### src/rtl/apb_pkg.sv
// Shared types and defaults for the APB master slice.
package apb_pkg;

  localparam int APB_ADDR_W = 8;
  localparam int APB_DATA_W = 32;

  typedef enum logic [1:0] {
    IDLE   = 2'd0,
    SETUP  = 2'd1,
    ACCESS = 2'd2
  } apb_state_e;

  typedef struct packed {
    logic                  write;
    logic [APB_ADDR_W-1:0] addr;
    logic [APB_DATA_W-1:0] wdata;
  } apb_cmd_t;

  // Wait counter width: enough to hold TIMEOUT_CYC, never less than one bit.
  function automatic int cnt_width(input int cyc);
    return (cyc > 0) ? $clog2(cyc + 1) : 1;
  endfunction

endpackage

### src/rtl/apb_mst_if.sv
// Local command/response port plus APB bus, bundled for the APB master.
interface apb_mst_if #(
  parameter int ADDR_W = 8,
  parameter int DATA_W = 32
);

  logic              cmd_valid_i;
  logic              cmd_ready_o;
  logic              cmd_write_i;
  logic [ADDR_W-1:0] cmd_addr_i;
  logic [DATA_W-1:0] cmd_wdata_i;
  logic              rsp_valid_o;
  logic [DATA_W-1:0] rsp_rdata_o;
  logic              rsp_timeout_o;
  logic              psel_o;
  logic              penable_o;
  logic              pwrite_o;
  logic [ADDR_W-1:0] paddr_o;
  logic [DATA_W-1:0] pwdata_o;
  logic [DATA_W-1:0] prdata_i;
  logic              pready_i;

  modport master (
    input  cmd_valid_i, cmd_write_i, cmd_addr_i, cmd_wdata_i, prdata_i, pready_i,
    output cmd_ready_o, rsp_valid_o, rsp_rdata_o, rsp_timeout_o,
           psel_o, penable_o, pwrite_o, paddr_o, pwdata_o
  );

  modport slave (
    output cmd_valid_i, cmd_write_i, cmd_addr_i, cmd_wdata_i, prdata_i, pready_i,
    input  cmd_ready_o, rsp_valid_o, rsp_rdata_o, rsp_timeout_o,
           psel_o, penable_o, pwrite_o, paddr_o, pwdata_o
  );

endinterface

### src/rtl/apb_wait_timer.sv
// Counts consecutive ACCESS cycles without pready and flags the abort cycle.
module apb_wait_timer
  import apb_pkg::*;
#(
  parameter int TIMEOUT_CYC = 15
) (
  input  logic clk,
  input  logic rst_n,
  input  logic clear,
  input  logic run,
  input  logic pready_i,
  output logic expire
);

  localparam int CNT_W = cnt_width(TIMEOUT_CYC);

  generate
    if (TIMEOUT_CYC == 0) begin : g_off
      logic unused_s;
      assign unused_s = &{1'b0, clk, rst_n, clear, run, pready_i};
      assign expire   = 1'b0;
    end else begin : g_on
      localparam logic [CNT_W-1:0] LAST = CNT_W'(TIMEOUT_CYC - 1);
      logic [CNT_W-1:0] count_r;
      logic             stall_s;

      assign stall_s = run & ~pready_i;

      // Saturates at LAST; the FSM leaves ACCESS in that same cycle, so no wrap.
      always_ff @(posedge clk) begin
        if (!rst_n) begin
          count_r <= {CNT_W{1'b0}};
        end else if (clear) begin
          count_r <= {CNT_W{1'b0}};
        end else if (stall_s && (count_r != LAST)) begin
          count_r <= count_r + CNT_W'(1);
        end else begin
          count_r <= count_r;
        end
      end

      assign expire = stall_s && (count_r == LAST);
    end
  endgenerate

endmodule

### src/rtl/apb_mst.sv
// APB master: one local command in, one APB transfer out, one response pulse back.
module apb_mst
  import apb_pkg::*;
#(
  parameter int ADDR_W      = APB_ADDR_W,
  parameter int DATA_W      = APB_DATA_W,
  parameter int TIMEOUT_CYC = 15
) (
  input logic       pclk_i,
  input logic       prst_n,
  apb_mst_if.master bus
);

  apb_state_e        state_r;
  logic              psel_r;
  logic              penable_r;
  logic              pwrite_r;
  logic [ADDR_W-1:0] paddr_r;
  logic [DATA_W-1:0] pwdata_r;
  logic              rsp_valid_r;
  logic [DATA_W-1:0] rsp_rdata_r;
  logic              rsp_timeout_r;
  logic              cmd_ready_s;
  logic              accept_s;
  logic              expire_s;
  logic              wait_clear_s;
  logic              wait_run_s;

  // Ready in IDLE, or in a completing ACCESS cycle so the next SETUP follows directly.
  always_comb begin
    cmd_ready_s = 1'b0;
    case (state_r)
      IDLE:    cmd_ready_s = 1'b1;
      ACCESS:  cmd_ready_s = bus.pready_i;
      default: cmd_ready_s = 1'b0;
    endcase
  end

  assign accept_s     = bus.cmd_valid_i & cmd_ready_s;
  assign wait_clear_s = (state_r == SETUP);
  assign wait_run_s   = (state_r == ACCESS);

  apb_wait_timer #(
    .TIMEOUT_CYC(TIMEOUT_CYC)
  ) u_wait_timer (
    .clk      (pclk_i),
    .rst_n    (prst_n),
    .clear    (wait_clear_s),
    .run      (wait_run_s),
    .pready_i (bus.pready_i),
    .expire   (expire_s)
  );

  // Transfer FSM with registered APB and response outputs.
  always_ff @(posedge pclk_i) begin
    if (!prst_n) begin
      state_r       <= IDLE;
      psel_r        <= 1'b0;
      penable_r     <= 1'b0;
      pwrite_r      <= 1'b0;
      paddr_r       <= {ADDR_W{1'b0}};
      pwdata_r      <= {DATA_W{1'b0}};
      rsp_valid_r   <= 1'b0;
      rsp_rdata_r   <= {DATA_W{1'b0}};
      rsp_timeout_r <= 1'b0;
    end else begin
      rsp_valid_r   <= 1'b0;
      rsp_rdata_r   <= {DATA_W{1'b0}};
      rsp_timeout_r <= 1'b0;
      case (state_r)
        IDLE: begin
          penable_r <= 1'b0;
          if (accept_s) begin
            pwrite_r <= bus.cmd_write_i;
            paddr_r  <= bus.cmd_addr_i;
            pwdata_r <= bus.cmd_wdata_i;
            psel_r   <= 1'b1;
            state_r  <= SETUP;
          end else begin
            psel_r   <= 1'b0;
          end
        end
        SETUP: begin
          psel_r    <= 1'b1;
          penable_r <= 1'b1;
          state_r   <= ACCESS;
        end
        ACCESS: begin
          // Completion takes priority over a timeout firing in the same cycle.
          if (bus.pready_i) begin
            rsp_valid_r <= 1'b1;
            rsp_rdata_r <= pwrite_r ? {DATA_W{1'b0}} : bus.prdata_i;
            penable_r   <= 1'b0;
            if (accept_s) begin
              pwrite_r <= bus.cmd_write_i;
              paddr_r  <= bus.cmd_addr_i;
              pwdata_r <= bus.cmd_wdata_i;
              psel_r   <= 1'b1;
              state_r  <= SETUP;
            end else begin
              psel_r   <= 1'b0;
              state_r  <= IDLE;
            end
          end else if (expire_s) begin
            rsp_valid_r   <= 1'b1;
            rsp_timeout_r <= 1'b1;
            psel_r        <= 1'b0;
            penable_r     <= 1'b0;
            state_r       <= IDLE;
          end else begin
            psel_r    <= 1'b1;
            penable_r <= 1'b1;
          end
        end
        default: begin
          psel_r    <= 1'b0;
          penable_r <= 1'b0;
          state_r   <= IDLE;
        end
      endcase
    end
  end

  assign bus.cmd_ready_o   = cmd_ready_s;
  assign bus.psel_o        = psel_r;
  assign bus.penable_o     = penable_r;
  assign bus.pwrite_o      = pwrite_r;
  assign bus.paddr_o       = paddr_r;
  assign bus.pwdata_o      = pwdata_r;
  assign bus.rsp_valid_o   = rsp_valid_r;
  assign bus.rsp_rdata_o   = rsp_rdata_r;
  assign bus.rsp_timeout_o = rsp_timeout_r;

endmodule

### src/flat_wrapper.sv
// flat-port wrapper written by rule: the top's interface ports become plain ports
module apb_mst_flat import apb_pkg::*;
#(
  parameter int ADDR_W      = APB_ADDR_W,
  parameter int DATA_W      = APB_DATA_W,
  parameter int TIMEOUT_CYC = 15
)
  (pclk_i, prst_n, bus_cmd_valid_i, bus_cmd_write_i, bus_cmd_addr_i, bus_cmd_wdata_i, bus_prdata_i, bus_pready_i, bus_cmd_ready_o, bus_rsp_valid_o, bus_rsp_rdata_o, bus_rsp_timeout_o, bus_psel_o, bus_penable_o, bus_pwrite_o, bus_paddr_o, bus_pwdata_o);
  apb_mst_if #(.ADDR_W(ADDR_W), .DATA_W(DATA_W)) bus_i ();
  input logic pclk_i;
  input logic prst_n;
  input wire logic [$bits(bus_i.cmd_valid_i)-1:0] bus_cmd_valid_i;
  input wire logic [$bits(bus_i.cmd_write_i)-1:0] bus_cmd_write_i;
  input wire logic [$bits(bus_i.cmd_addr_i)-1:0] bus_cmd_addr_i;
  input wire logic [$bits(bus_i.cmd_wdata_i)-1:0] bus_cmd_wdata_i;
  input wire logic [$bits(bus_i.prdata_i)-1:0] bus_prdata_i;
  input wire logic [$bits(bus_i.pready_i)-1:0] bus_pready_i;
  output wire logic [$bits(bus_i.cmd_ready_o)-1:0] bus_cmd_ready_o;
  output wire logic [$bits(bus_i.rsp_valid_o)-1:0] bus_rsp_valid_o;
  output wire logic [$bits(bus_i.rsp_rdata_o)-1:0] bus_rsp_rdata_o;
  output wire logic [$bits(bus_i.rsp_timeout_o)-1:0] bus_rsp_timeout_o;
  output wire logic [$bits(bus_i.psel_o)-1:0] bus_psel_o;
  output wire logic [$bits(bus_i.penable_o)-1:0] bus_penable_o;
  output wire logic [$bits(bus_i.pwrite_o)-1:0] bus_pwrite_o;
  output wire logic [$bits(bus_i.paddr_o)-1:0] bus_paddr_o;
  output wire logic [$bits(bus_i.pwdata_o)-1:0] bus_pwdata_o;
  assign bus_i.cmd_valid_i = bus_cmd_valid_i;
  assign bus_i.cmd_write_i = bus_cmd_write_i;
  assign bus_i.cmd_addr_i = bus_cmd_addr_i;
  assign bus_i.cmd_wdata_i = bus_cmd_wdata_i;
  assign bus_i.prdata_i = bus_prdata_i;
  assign bus_i.pready_i = bus_pready_i;
  assign bus_cmd_ready_o = bus_i.cmd_ready_o;
  assign bus_rsp_valid_o = bus_i.rsp_valid_o;
  assign bus_rsp_rdata_o = bus_i.rsp_rdata_o;
  assign bus_rsp_timeout_o = bus_i.rsp_timeout_o;
  assign bus_psel_o = bus_i.psel_o;
  assign bus_penable_o = bus_i.penable_o;
  assign bus_pwrite_o = bus_i.pwrite_o;
  assign bus_paddr_o = bus_i.paddr_o;
  assign bus_pwdata_o = bus_i.pwdata_o;
  apb_mst #(.ADDR_W(ADDR_W), .DATA_W(DATA_W), .TIMEOUT_CYC(TIMEOUT_CYC)) u_core (.pclk_i(pclk_i), .prst_n(prst_n), .bus(bus_i));
endmodule
### config.mk
export PLATFORM = sky130hd
export DESIGN_NAME = apb_mst_flat
export DESIGN_NICKNAME = d
export VERILOG_FILES = /design/src/rtl/apb_pkg.sv /design/src/rtl/apb_mst_if.sv /design/src/rtl/apb_wait_timer.sv /design/src/rtl/apb_mst.sv /design/src/flat_wrapper.sv
export SDC_FILE = /design/constraint.sdc
export NUM_CORES = 1
export LEC_CHECK = 0
export ABC_AREA = 1
export ABC_CLOCK_PERIOD_IN_PS = 2630
export BUFFER_PORTS_ARGS = -buffer_cell sky130_fd_sc_hd__buf_2
export CAP_MARGIN = 25
export CORE_MARGIN = 5
export CORE_UTILIZATION = 49
export DETAILED_ROUTE_END_ITERATION = 10
export PLACE_DENSITY = 0.95
export SYNTH_ARGS = -nofsm -noshare
export SYNTH_HDL_FRONTEND = slang
export SYNTH_SLANG_ARGS = --single-unit
### constraint.sdc
create_clock -name pclk_i -period 2.63 [get_ports pclk_i]
set_clock_uncertainty 0.1 [all_clocks]
set_input_delay 0.1315 -clock pclk_i [delete_from_list [all_inputs] [get_ports pclk_i]]
set_output_delay 0.1315 -clock pclk_i [all_outputs]
set_load 0.05 [all_outputs]
* Yosys cells after proc, flatten, opt, wreduce, memory -nomap -nowiden
Cells that the tools add are included.
Operators by class: bitwise gates (word level) 5, equality and inequality tests 7, add/sub/neg operators 1, reductions and logical operators 10, multiplexer cells 23
Operators with widths (count):
- 32-bit 2-to-1 mux | 2
- 32-bit one-hot mux with 2 select lines | 1
- 8-bit 2-to-1 mux | 2
- 8-bit one-hot mux with 2 select lines | 1
- 1-bit 2-to-1 mux | 9
- 2-bit 2-to-1 mux | 3
- 1-bit one-hot mux with 2 select lines | 3
- 2-bit one-hot mux with 3 select lines | 1
- 2-bit AND reduction | 3
- 4-bit by 1-bit adder with 4-bit output, second input constant | 1
- 4-bit == test, second input constant | 1
- 4-bit inequality test, second input constant | 1
- 4-bit OR reduction | 1
- 3-bit by 2-bit inequality test with 1-bit output, second input constant | 1
- 1-bit inverter | 3
- 1-bit one-hot mux with 3 select lines | 1
- 3-bit OR reduction | 1
- 1-bit bitwise AND | 2
- 2-bit by 1-bit == test with 1-bit output, second input constant | 1
- 2-bit == test, second input constant | 1
- 1-bit logical AND | 2
- 2-bit zero test | 1
- 2-bit by 1-bit inequality test with 1-bit output, second input constant | 1
- 2-bit inequality test, second input constant | 1
- other kinds (2) | 2
Word-level totals: bits of input ports 77, output and inout port bits 78, flip-flop bits (word level) 83

* Longest topological paths before layout
Gate-level depths: netlist of run 1.
word-level depth 6, gate-level depth with buffers 10, gate-level depth less buffers 10

* Modules after synthesis
A second synthesis of run 1 with hierarchy kept.
Unflattened totals: cell total of the unflattened synthesis 530, area total of the unflattened synthesis 3555.9 um^2
By module, submodules not included:
- apb_mst | times used 1, cells an instance 496, area each 3318.2 um^2
- apb_wait_timer | times used 1, cells an instance 34, area each 237.7 um^2

* Worst setup path before layout of run 1
OpenSTA, ideal clock, no wires.
path kind register to register, start reg u_core.state_r[0], end reg u_core.pwrite_r (netlist: u_core.bus.pwrite_o), path buffers 2, arrival 1415 ps, cell stages (with the launch flop) 9, period minus slack after synthesis 1580 ps, setup slack 1050 ps, cell sequence dfxtp_1 inv_1 ha_1 o21ai_2 and2_1 buf_2 buf_2 nor2_1 nor2_1
On the way: word-level cells in the longest chain between the ends 6
RTL lines:
- start, declared | RTL line apb_mst.sv:14 | apb_state_e state_r;
- start signal, assigned | RTL line apb_mst.sv:57 | state_r <= IDLE;
- start signal, assigned | RTL line apb_mst.sv:78 | state_r <= SETUP;
- start signal, assigned | RTL line apb_mst.sv:86 | state_r <= ACCESS;
- 2-bit == test / 2-bit zero test (equally long branches) | RTL line apb_mst.sv:32, apb_mst.sv:70
- 1-bit one-hot mux with 2 select lines | RTL line apb_mst.sv:32 | case (state_r)
- 1-bit bitwise AND | RTL line apb_mst.sv:39 | assign accept_s = bus.cmd_valid_i & cmd_ready_s;
- 1-bit 2-to-1 mux (2 in series)
- 1-bit one-hot mux with 2 select lines | RTL line apb_mst.sv:70 | case (state_r)
- end signal, assigned | RTL line apb_mst.sv:74 | pwrite_r <= bus.cmd_write_i;
- end signal, assigned | RTL line apb_mst.sv:95 | pwrite_r <= bus.cmd_write_i;
- end, declared | RTL line apb_mst.sv:17 | logic pwrite_r;
Several ways; a longest one is shown, not always the timed one. The select of a mux whose other input is x is not followed. A chain may end at the register's enable or synchronous reset.

* Worst setup path after layout of run 1
start reg u_core.state_r[0], end out bus_cmd_ready_o
On the way: word-level cells in the longest chain between the ends 2
RTL lines:
- 2-bit == test / 2-bit zero test (equally long branches) | RTL line apb_mst.sv:32
- 1-bit one-hot mux with 2 select lines * | RTL line apb_mst.sv:32
- end, declared | RTL line flat_wrapper.sv:18 | output wire logic [$bits(bus_i.cmd_ready_o)-1:0] bus_cmd_ready_o;
Every way passes the cells marked *; elsewhere a longest branch is shown, timed or not.

==> results of run 1 <==
==> cells in the final DEF, fill, tap and decap left out, drive strengths merged, types with 6 or more instances in the layout <==
master	n
inv	45
ha	6
nand2	61
dfxtp	83
dlygate4sd3	38
nor2	122
nand3b	41
clkbuf	11
a21oi	6
buf	161
==> critical path: stages, from the launching register on <==
cell and delay [ns]:
dfxtp_1 0.35, inv_1 0.09, ha_1 0.26, nand2_1 0.14, nand2_1 0.12, buf_2 0.28
==> cell type report <==
| class | count | area (sq um) |
|---|---|---|
| clock inverters | 4 | 98.8 |
| fillers | 455 | 1730 |
| multi-input cells | 247 | 1170 |
| inverters | 45 | 169 |
| flip-flops and latches | 83 | 1660 |
| clock buffers | 11 | 141 |
| well taps | 77 | 96.3 |
| repair buffers | 199 | 1200 |
==> stage by stage <==
| stage | setup WS, ns | cell area, sq um | hold slack (ns) |
|---|---|---|---|
| finish | 0.809 | 4540 | 0.0157 |
| global route | 0.699 | 4540 | 0.000629 |
| CTS | 0.789 | 4540 | 0.000608 |
| detailed placement | 0.929 | 3920 | 0.252 |
| global placement | 1.00 | 3920 | 0.243 |
| floorplan | 1.05 | 3110 | 0.111 |
==> report_power, final <==
| part | switching, mW | total [mW] | internal [mW] |
|---|---|---|---|
| combinational | 0.530 | 0.766 | 0.235 |
| clock | 0.424 | 1.08 | 0.654 |
| sequential | 0.0448 | 1.38 | 1.34 |
| total | 0.999 | 3.23 | 2.23 |
==> metal layers <==
layer / up-vias / track usage, % / part of all wire (%)
met1: 1444 / 28.4 / 41
met3: 9 / 7.93 / 9.6
met5: - / 0 / 0
met2: 151 / 37.5 / 48
met4: 0 / 5.92 / 1.0
li1: 1565 / - / -
==> cells by family (layout without fill, tap and decap cells) <==
| group | Yosys count | in the layout | synth area share (%) |
|---|---|---|---|
| AO/OA/AOI/OAI | 8 | 8 | 1.41 |
| XOR/XNOR | 1 | 1 | 0.281 |
| adder cells (fa/ha/maj) | 6 | 6 | 2.41 |
| buffers and inverters | 68 | 259 | 9.16 |
| flip-flops | 83 | 83 | 53.4 |
| AND/OR/NAND/NOR | 232 | 232 | 33.4 |
==> how the worst min path moves through the flow <==
| stage | start | to | slack, ns | cells past startpoint |
|---|---|---|---|---|
| after CTS | bus_cmd_wdata_i[10] | u_core.bus.pwdata_o[10]$_SDFFE_PN0P_ | 0.0006 | 4 |
| after global placement | bus_prdata_i[31] | u_core.bus.rsp_rdata_o[31]$_SDFF_PP0_ | 0.24 | 3 |
| after global routing | bus_cmd_addr_i[1] | u_core.bus.paddr_o[1]$_SDFFE_PN0P_ | 0.0006 | 4 |
| final | bus_cmd_wdata_i[29] | u_core.bus.pwdata_o[29]$_SDFFE_PN0P_ | 0.02 | 4 |
| after floorplan | bus_pready_i | u_core.bus.rsp_timeout_o$_SDFF_PP0_ | 0.11 | 1 |
| after detailed placement | bus_prdata_i[27] | u_core.bus.rsp_rdata_o[27]$_SDFF_PP0_ | 0.25 | 3 |
==> state kept, by name, indices dropped and copies added, names as in the netlist <==
signal,cells
u_core.bus.paddr_o,8
u_core.bus.penable_o,1
u_core.bus.psel_o,1
u_core.bus.pwdata_o,32
u_core.bus.pwrite_o,1
u_core.bus.rsp_rdata_o,32
u_core.bus.rsp_timeout_o,1
u_core.bus.rsp_valid_o,1
u_core.state_r,2
u_core.u_wait_timer.g_on.count_r,4
==> results.py, run 1 <==
metrics = {
    "status": {
        "status": "complete, no violations",
    },
    "critical_path": {
        "startpoint": "u_core.state_r[0]$_SDFFE_PN0P_",
        "cp_max_fo": 4,
        "worstPathArrival_ns": 1.59,
        "rr_endpoint": "u_core.bus.rsp_rdata_o[0]$_SDFF_PP0_",
        "critPathRequiredTime_ns": 2.40,
        "rr_worst_depth": 6,
        "critPathKind": "flop to output port",
        "worstReg2RegStart": "u_core.state_r[0]$_SDFFE_PN0P_",
        "cp-end-kind": "output port",
        "r2r_slack_ns": 0.87,
        "startpoint_type": "flop",
        "crit_end": "bus_cmd_ready_o",
    },
    "place": {
        "portBuffers": 154,
        "hpwl_um": 5900,
        "dp_cells": 613,
        "gp_congestion": 0.781,
    },
    "routing": {
        "drt_iter0_drc": 175,
        "drtAntennaViolNets": 0,
        "totalWireLength_um": 9220,
        "viasPerCell": 4.76,
        "vias": 3169,
        "wl_per_cell_um": 13.8,
        "firstDrtPassIters": 4,
        "drc": 0,
    },
    "sta": {
        "final_max_slew_viol_count": 0,
        "tightestPinTransition_ns": 0.425,
        "fin_tns_setup_ns": 0,
        "fin_crit_sh_pct": 69.2,
        "slew_headroom_pct": 71.7,
        "setup_viol": 0,
        "fmax_ghz": 0.549,
        "hold_violations": 0,
        "rsz0062_at_grt": "no",
        "fin_crit_ns": 1.82,
    },
    "synth": {
        "netlist_area_sq_mm": 0.00311,
        "netlist_top_cells_count": "nor2_1, dfxtp_1, nand2_1, inv_1, nand3b_1",
        "ys_warn_count": 0,
        "yosysUniqueCellTypes": 21,
        "synthCells": 398,
        "synth_flop_cell": "dfxtp_1",
        "synth_top_area_cell": "dfxtp_1",
        "ys_seq_area_share_pct": 53.4,
        "syn-num-nets": 481,
        "synth.most_common_cell": "nor2_1",
        "synth_edf_count": 0,
        "synth_top_area_share_pct": 53.4,
        "synth-async-reset-ratio_pct": 0,
        "syn_area_per_cell_sq_um": 7.82,
        "synth_area_leaders": "dfxtp_1, nor2_1, nand3b_1, nand2_1, inv_1",
        "ys_ff_latch": 83,
    },
    "die": {
        "fp.dieH_um": 89.7,
        "die_area_sq_mm": 0.00805,
        "initial_core_util_pct": 49.6,
        "pin_count": 155,
        "design.core.area_sq_mm": 0.00628,
        "die_w_um": 89.7,
        "row_count": 29,
    },
    "clock_network": {
        "cts_tree": "built",
        "numCtsBuffers": 9,
        "holdBufCountCts": 38,
        "ctsResizeCount": 0,
        "clk_pin_slew_ns": 0.08,
        "post_cts_buffers": 0,
        "h-tree-depth": 3,
        "root_buffer": "clkbuf_8",
        "insertion_delay_ns": 0.33,
        "ctsLongestPathBuffers": 2,
        "cts_sinks": 83,
    },
    "power_and_ir_drop": {
        "peakVddDrop_mv": 0.412,
        "power_mw": 3.23,
        "power_leakage_nw": 2.48,
        "p_per_area_mw_per_mm2": 710,
    },
    "final_layout": {
        "fin_util_pct": 72.4,
        "antennaDiodeCount": 0,
        "fin_nets": 668,
        "area_growth_pct": 46.0,
        "drive_gt1_share_pct": 30.1,
        "fin_cells": 666,
    },
    "global_route": {
        "overflow": 0,
        "grt_usage_pct": 22.8,
        "antenna_found_initial": 0,
        "grt_pass1_vias": 3107,
        "grt_pass1_wl_um": 15300,
        "grt_max_degree": 44,
    },
    "job": {
        "maxCapViolations": 0,
    },
    "hold_path": {
        "hp-class": "primary input to flop",
    },
}
Power figures use the tool's default switching activity.
==> run 2: changes to the inputs <==
Settings changed: ABC_CLOCK_PERIOD_IN_PS 2630 to 1850, CORE_UTILIZATION 49 to 45, PLACE_DENSITY 0.95 to 0.91.
Clock period 2.63 ns to 1.85 ns, I/O delays scaled along.
==> results.py, run 2 (synthesis gave the netlist of run 1 again) <==
metrics = {
    "status": {
        "status": "complete, no violations",
    },
    "critical_path": {
        "worstPathArrival_ns": 1.59,
        "rr_endpoint": "u_core.bus.paddr_o[6]$_SDFFE_PN0P_",
        "startpoint": "u_core.state_r[0]$_SDFFE_PN0P_",
        "r2r_slack_ns": 0.13,
        "rr_worst_depth": 8,
        "critPathRequiredTime_ns": 1.66,
        "startpoint_type": "flop",
        "worstReg2RegStart": "u_core.state_r[0]$_SDFFE_PN0P_",
        "cp-end-kind": "output port",
        "cp_max_fo": 4,
        "critPathKind": "flop to output port",
    },
    "final_layout": {
        "drive_gt1_share_pct": 29.0,
        "nFillCells": 446,
        "area_growth_pct": 57.1,
        "fin_nets": 704,
        "final_area_sq_mm": 0.00489,
        "most-common-layout-cells": "buf_2, nor2_1, dfxtp_1",
        "layout_commonest_cell": "buf_2",
    },
    "sta": {
        "hold_violations": 0,
        "slew_headroom_pct": 70.3,
        "final_max_slew_viol_count": 0,
        "setup_viol": 0,
        "fin_ws_ns": 0.0700,
        "fin_tns_setup_ns": 0,
        "fmax_ghz": 0.562,
        "rsz0062_at_grt": "no",
        "tightestPinTransition_ns": 0.445,
        "fin_crit_sh_pct": 96.2,
        "fin_crit_ns": 1.78,
    },
    "clock_network": {
        "ctsLongestPathBuffers": 2,
        "cts_tree": "built",
        "h-tree-depth": 3,
        "numCtsBuffers": 9,
        "root_buffer": "clkbuf_8",
        "insertion_delay_ns": 0.33,
        "clk_pin_slew_ns": 0.08,
        "cts_sinks": 83,
    },
    "global_route": {
        "grt_max_degree": 44,
        "grt_usage_pct": 24.6,
        "overflow": 0,
        "grt_pass1_vias": 3495,
        "antenna_found_initial": 0,
        "grt_pass1_wl_um": 16900,
    },
    "job": {
        "maxCapViolations": 0,
    },
    "die": {
        "die_w_um": 93.2,
        "row_count": 30,
        "initial_core_util_pct": 46.1,
        "pin_count": 155,
        "design.core.area_sq_mm": 0.00676,
        "die_area_sq_mm": 0.00868,
        "fp.dieH_um": 93.2,
    },
    "routing": {
        "drtAntennaViolNets": 0,
        "totalWireLength_um": 10600,
        "vias": 3415,
        "drc": 0,
        "drt_iter0_drc": 160,
        "viasPerCell": 4.84,
        "wl_per_cell_um": 15.0,
        "firstDrtPassIters": 5,
    },
    "place": {
        "portBuffers": 154,
        "dpl_cell_area_sq_mm": 0.00394,
        "gp_congestion": 0.821,
        "post-place-ws_ns": 0.171,
        "hpwl_um": 6090,
    },
    "hold_path": {
        "min_to": "u_core.bus.pwdata_o[11]$_SDFFE_PN0P_",
        "hp-class": "primary input to flop",
        "hold_path_depth": 4,
        "hold_path_startpoint": "bus_cmd_wdata_i[11]",
    },
    "power_and_ir_drop": {
        "p_per_area_mw_per_mm2": 926,
        "peakVddDrop_mv": 0.554,
        "power_mw": 4.53,
        "power_leakage_nw": 2.63,
    },
}
[run 2: cell types whose count changed in the layout (fill, tap and decap cells not counted)]
cell,before,now
ha_1,6,5
clkinv_4,1,3
nor3_2,0,1
diode_2,0,1
clkbuf_1,1,0
clkinv_2,0,1
dlygate4sd3_1,38,73
bufinv_16,3,2
clkbuf_8,10,9
buf_4,7,8
nor3_1,1,0
ha_2,0,1
[run 2: how the worst max path moves through the flow]
stage	to	cells after the start
finish	bus_cmd_ready_o	5
global route	bus_cmd_ready_o	5
CTS	bus_cmd_ready_o	5
detailed placement	u_core.bus.pwdata_o[19]$_SDFFE_PN0P_	8
global placement	u_core.bus.pwdata_o[2]$_SDFFE_PN0P_	8
floorplan	u_core.bus.pwrite_o$_SDFFE_PN0P_	8
[run 2: per-stage QoR]
step / instances / hold WS, ns / util (%)
global placement: 617 / 0.206 / 58.2
CTS: 705 / 0.000692 / 72.2
global route: 705 / 0.0427 / 72.4
floorplan: 398 / 0.0718 / -
detailed placement: 617 / 0.210 / 58.2
finish: 706 / 0.0115 / 72.4
[run 2: layout make-up]
cell class | instances | area (sq um) | share of cell area (%)
Tap cell | 80 | 100 | 2.05
Clock inverter | 6 | 91.3 | 1.87
Multi-Input combinational cell | 247 | 1180 | 24.1
Antenna cell | 1 | 2.50 | 0.0512
Sequential cell | 83 | 1660 | 34.0
Timing Repair Buffer | 235 | 1560 | 31.9
Inverter | 45 | 169 | 3.45
Clock buffer | 9 | 124 | 2.53
[run 2: critical path: stages, from the launching register on]
cell     delay (ns)
dfxtp_1        0.35
inv_1          0.11
ha_2           0.25
nand2_1        0.12
nand2_1        0.15
buf_2          0.29
[run 2: layer usage]
layer / track usage (%) / part of all wire (%) / wire (um)
met3: 8.13 / 9.1 / 970
met2: 44.5 / 51 / 5370
met4: 11.0 / 3.1 / 328
met1: 25.9 / 37 / 3940
met5: 0 / 0 / 0
[run 2: timing repair]
item | 4_1_cts | 5_1_grt
setup endpoints to repair | 0 | 12
setup buffers | 0 | 0
hold buffers | 73 | 0
gates resized for setup | 0 | 2
hold endpoints to repair | 72 | 0
[run 2: where the power goes]
part | internal (mW) | leakage (nW) | switching, mW | total [mW]
sequential | 1.90 | 0.679 | 0.0646 | 1.97
clock | 0.758 | 0.109 | 0.631 | 1.39
combinational | 0.383 | 1.84 | 0.787 | 1.17
total | 3.04 | 2.63 | 1.48 | 4.53
==> run 3: changes to the inputs <==
--- a/config.mk
+++ b/config.mk
@@ -6,9 +6,8 @@
 export NUM_CORES = 1
 export LEC_CHECK = 0
-export ABC_AREA = 1
 export ABC_CLOCK_PERIOD_IN_PS = 1850
 export BUFFER_PORTS_ARGS = -buffer_cell sky130_fd_sc_hd__buf_2
 export CAP_MARGIN = 25
-export CORE_MARGIN = 5
+export CORE_MARGIN = 1
 export CORE_UTILIZATION = 45
 export DETAILED_ROUTE_END_ITERATION = 10
--- a/constraint.sdc
+++ b/constraint.sdc
@@ -3,3 +3,3 @@
 set_input_delay 0.0925 -clock pclk_i [delete_from_list [all_inputs] [get_ports pclk_i]]
 set_output_delay 0.0925 -clock pclk_i [all_outputs]
-set_load 0.05 [all_outputs]
+set_load 0.01 [all_outputs]
==> results.py, run 3 <==
metrics = {
    "synth": {
        "synth_flop_cell": "dfxtp_1",
        "yosysUniqueCellTypes": 33,
        "synth_edf_count": 0,
        "netlist_top_cells_count": "dfxtp_1, nand3_1, o21ai_0, a21boi_1, and2_1",
        "ys_warn_count": 0,
        "syn_area_per_cell_sq_um": 9.82,
        "ys_seq_area_share_pct": 53.9,
        "synth_area_leaders": "dfxtp_1, a21boi_1, nand3_1, o21ai_0, and2_1",
        "synth_top_area_share_pct": 53.9,
        "synth_compound_area_share_pct": 19.4,
        "syn-num-nets": 397,
        "synth.most_common_cell": "dfxtp_1",
        "ys_ff_latch": 83,
        "synthMuxAreaShare_pct": 1.91,
        "synth_top_area_cell": "dfxtp_1",
        "synthXorXnorAreaFrac_pct": 0,
        "synthCells": 314,
        "synth-simple-area-share_pct": 16.6,
        "netlist_area_sq_mm": 0.00308,
        "synth_top_family_by_area": "compound AO/OA/AOI/OAI gates",
        "synth-async-reset-ratio_pct": 0,
        "yosys.area_share.adder_pct": 2.43,
    },
    "clock_network": {
        "clk_pin_slew_ns": 0.09,
        "root_buffer": "clkbuf_8",
        "post_cts_buffers": 0,
        "cts_sinks": 83,
        "cts_tree": "built",
        "insertion_delay_ns": 0.35,
        "numCtsBuffers": 9,
        "h-tree-depth": 3,
        "ctsLongestPathBuffers": 2,
    },
    "power_and_ir_drop": {
        "p_per_area_mw_per_mm2": 869,
        "p_switching_mw": 1.10,
        "p_int_mw": 3.16,
        "power_mw": 4.26,
        "seq_power_share_pct": 45.3,
        "power_leakage_nw": 2.31,
        "pwr-share-clk_pct": 36.7,
        "share_comb_of_total_power_pct": 18.0,
        "sw_frac_of_total_pct": 25.8,
        "peakVddDrop_mv": 0.483,
    },
    "routing": {
        "drt_iter0_drc": 151,
        "drtAntennaViolNets": 0,
        "firstDrtPassIters": 9,
        "totalWireLength_um": 10200,
        "drc": 15,
        "wl_per_cell_um": 16.6,
        "viasPerCell": 5.28,
        "vias": 3255,
    },
    "final_layout": {
        "fin_cells": 616,
        "final_area_sq_mm": 0.00490,
        "multi_input_area_sq_mm": 0.00127,
        "seqCellArea_sq_mm": 0.00166,
        "antennaDiodeCount": 0,
        "most-common-layout-cells": "buf_2, dfxtp_1, dlygate4sd3_1",
        "fin_nets": 617,
        "nFillCells": 398,
        "drive_gt1_share_pct": 34.3,
        "area_growth_pct": 58.8,
        "layout_commonest_cell": "buf_2",
    },
    "hold_path": {
        "hold_path_depth": 2,
        "hp-class": "primary input to flop",
    },
    "critical_path": {
        "cp-end-kind": "flop",
        "critPathKind": "flop to flop",
        "rr_worst_depth": 5,
        "worstPathArrival_ns": 1.86,
        "cp_max_fo": 4,
        "critPathRequiredTime_ns": 1.98,
        "startpoint_type": "flop",
    },
    "place": {
        "dpl_cell_area_sq_mm": 0.00389,
        "dp_cells": 526,
        "hpwl_um": 5520,
        "portBuffers": 154,
        "gp_congestion": 0.809,
        "post-place-ws_ns": 0.0550,
    },
    "die": {
        "die_w_um": 84.8,
        "pin_count": 155,
        "design.core.area_sq_mm": 0.00649,
        "die_area_sq_mm": 0.00719,
        "initial_core_util_pct": 47.5,
        "fp.dieH_um": 84.8,
        "row_count": 29,
    },
    "status": {
        "status": "finished with violations",
        "violations": "design-rule violations",
    },
    "sta": {
        "fmax_ghz": 0.580,
        "setup_viol": 0,
        "tightestPinTransition_ns": 0.463,
        "fin_crit_ns": 1.72,
        "fin_tns_setup_ns": 0,
        "final_max_slew_viol_count": 0,
        "hold_violations": 0,
        "slew_headroom_pct": 69.2,
        "fin_ws_ns": 0.127,
        "fin_crit_sh_pct": 93.1,
        "rsz0062_at_grt": "no",
    },
    "global_route": {
        "grt_pass1_wl_um": 15900,
        "grt_max_degree": 43,
        "grt_pass1_vias": 3318,
        "antenna_found_initial": 0,
        "grt_usage_pct": 28.6,
        "overflow": 0,
    },
    "job": {
        "maxCapViolations": 0,
    },
}
run 3: cells by family (layout without fill, tap and decap cells):
family                   count (synthesis)  count (layout)
AO/OA/AOI/OAI                           95              95
adder cells (fa/ha/maj)                  6               6
buffers and inverters                   33             258
flip-flops                              83              83
multiplexers                             4               4
AND/OR/NAND/NOR                         93              93
run 3: metal layers:
metal | vias to the layer above | GRT usage, % | routed length (um)
met3 | 36 | 5.80 | 679
met1 | 1543 | 31.1 | 3990
li1 | 1514 | - | -
met4 | 0 | 15.3 | 368
met5 | - | 0 | 0
met2 | 162 | 52.3 | 5190
run 3: power by group through the flow:
stage                     clock network (mW)  registers, mW  logic, mW
after CTS                               1.58           1.92      0.737
after global placement                     0           1.96      0.596
final                                   1.56           1.93      0.767
after detailed placement                   0           1.96      0.613
after floorplan                            0           2.00      0.328
after global routing                    1.67           1.94      0.832
run 3: critical path, stage by stage, from the launching register on:
cell and delay (ns):
dfxtp_1 0.38, inv_1 0.08, ha_1 0.23, a31o_2 0.28, nor3_1 0.18, mux2_2 0.35
run 3: final timing paths:
kind | from | end | slack (ns)
worst min register to register | u_core.bus.pwdata_o[15]$_SDFFE_PN0P_ | u_core.bus.pwdata_o[15]$_SDFFE_PN0P_ | 0.38
worst min-delay path | prst_n | u_core.bus.pwdata_o[7]$_SDFFE_PN0P_ | 0.09
worst max-delay path | u_core.u_wait_timer.g_on.count_r[0]$_SDFFE_PP0P_ | u_core.u_wait_timer.g_on.count_r[3]$_SDFFE_PP0P_ | 0.13
worst max register to register | u_core.u_wait_timer.g_on.count_r[0]$_SDFFE_PP0P_ | u_core.u_wait_timer.g_on.count_r[3]$_SDFFE_PP0P_ | 0.13
run 3: final cells by class:
type / count / area share, %
Tap cell: 77 / 1.97
Sequential cell: 83 / 33.9
Clock inverter: 6 / 2.30
Multi-Input combinational cell: 198 / 25.9
Timing Repair Buffer: 235 / 32.7
Clock buffer: 10 / 2.61
Inverter: 7 / 0.588
run 3: per-stage QoR:
| step | util [%] | hold WS (ns) |
|---|---|---|
| 2_1_floorplan | - | 0.0699 |
| 3_3_place_gp | 59.9 | 0.192 |
| 3_5_place_dp | 59.9 | 0.196 |
| 4_1_cts | 75.0 | 0.0810 |
| 5_1_grt | 75.4 | 0.103 |
| 6_report | 75.4 | 0.0863 |
run 3: what timing repair did:
item,4_1_cts,5_1_grt
endpoints found under the setup margin,0,43
endpoints found under the hold margin,74,0
resized for setup,0,3
hold buffers,74,0
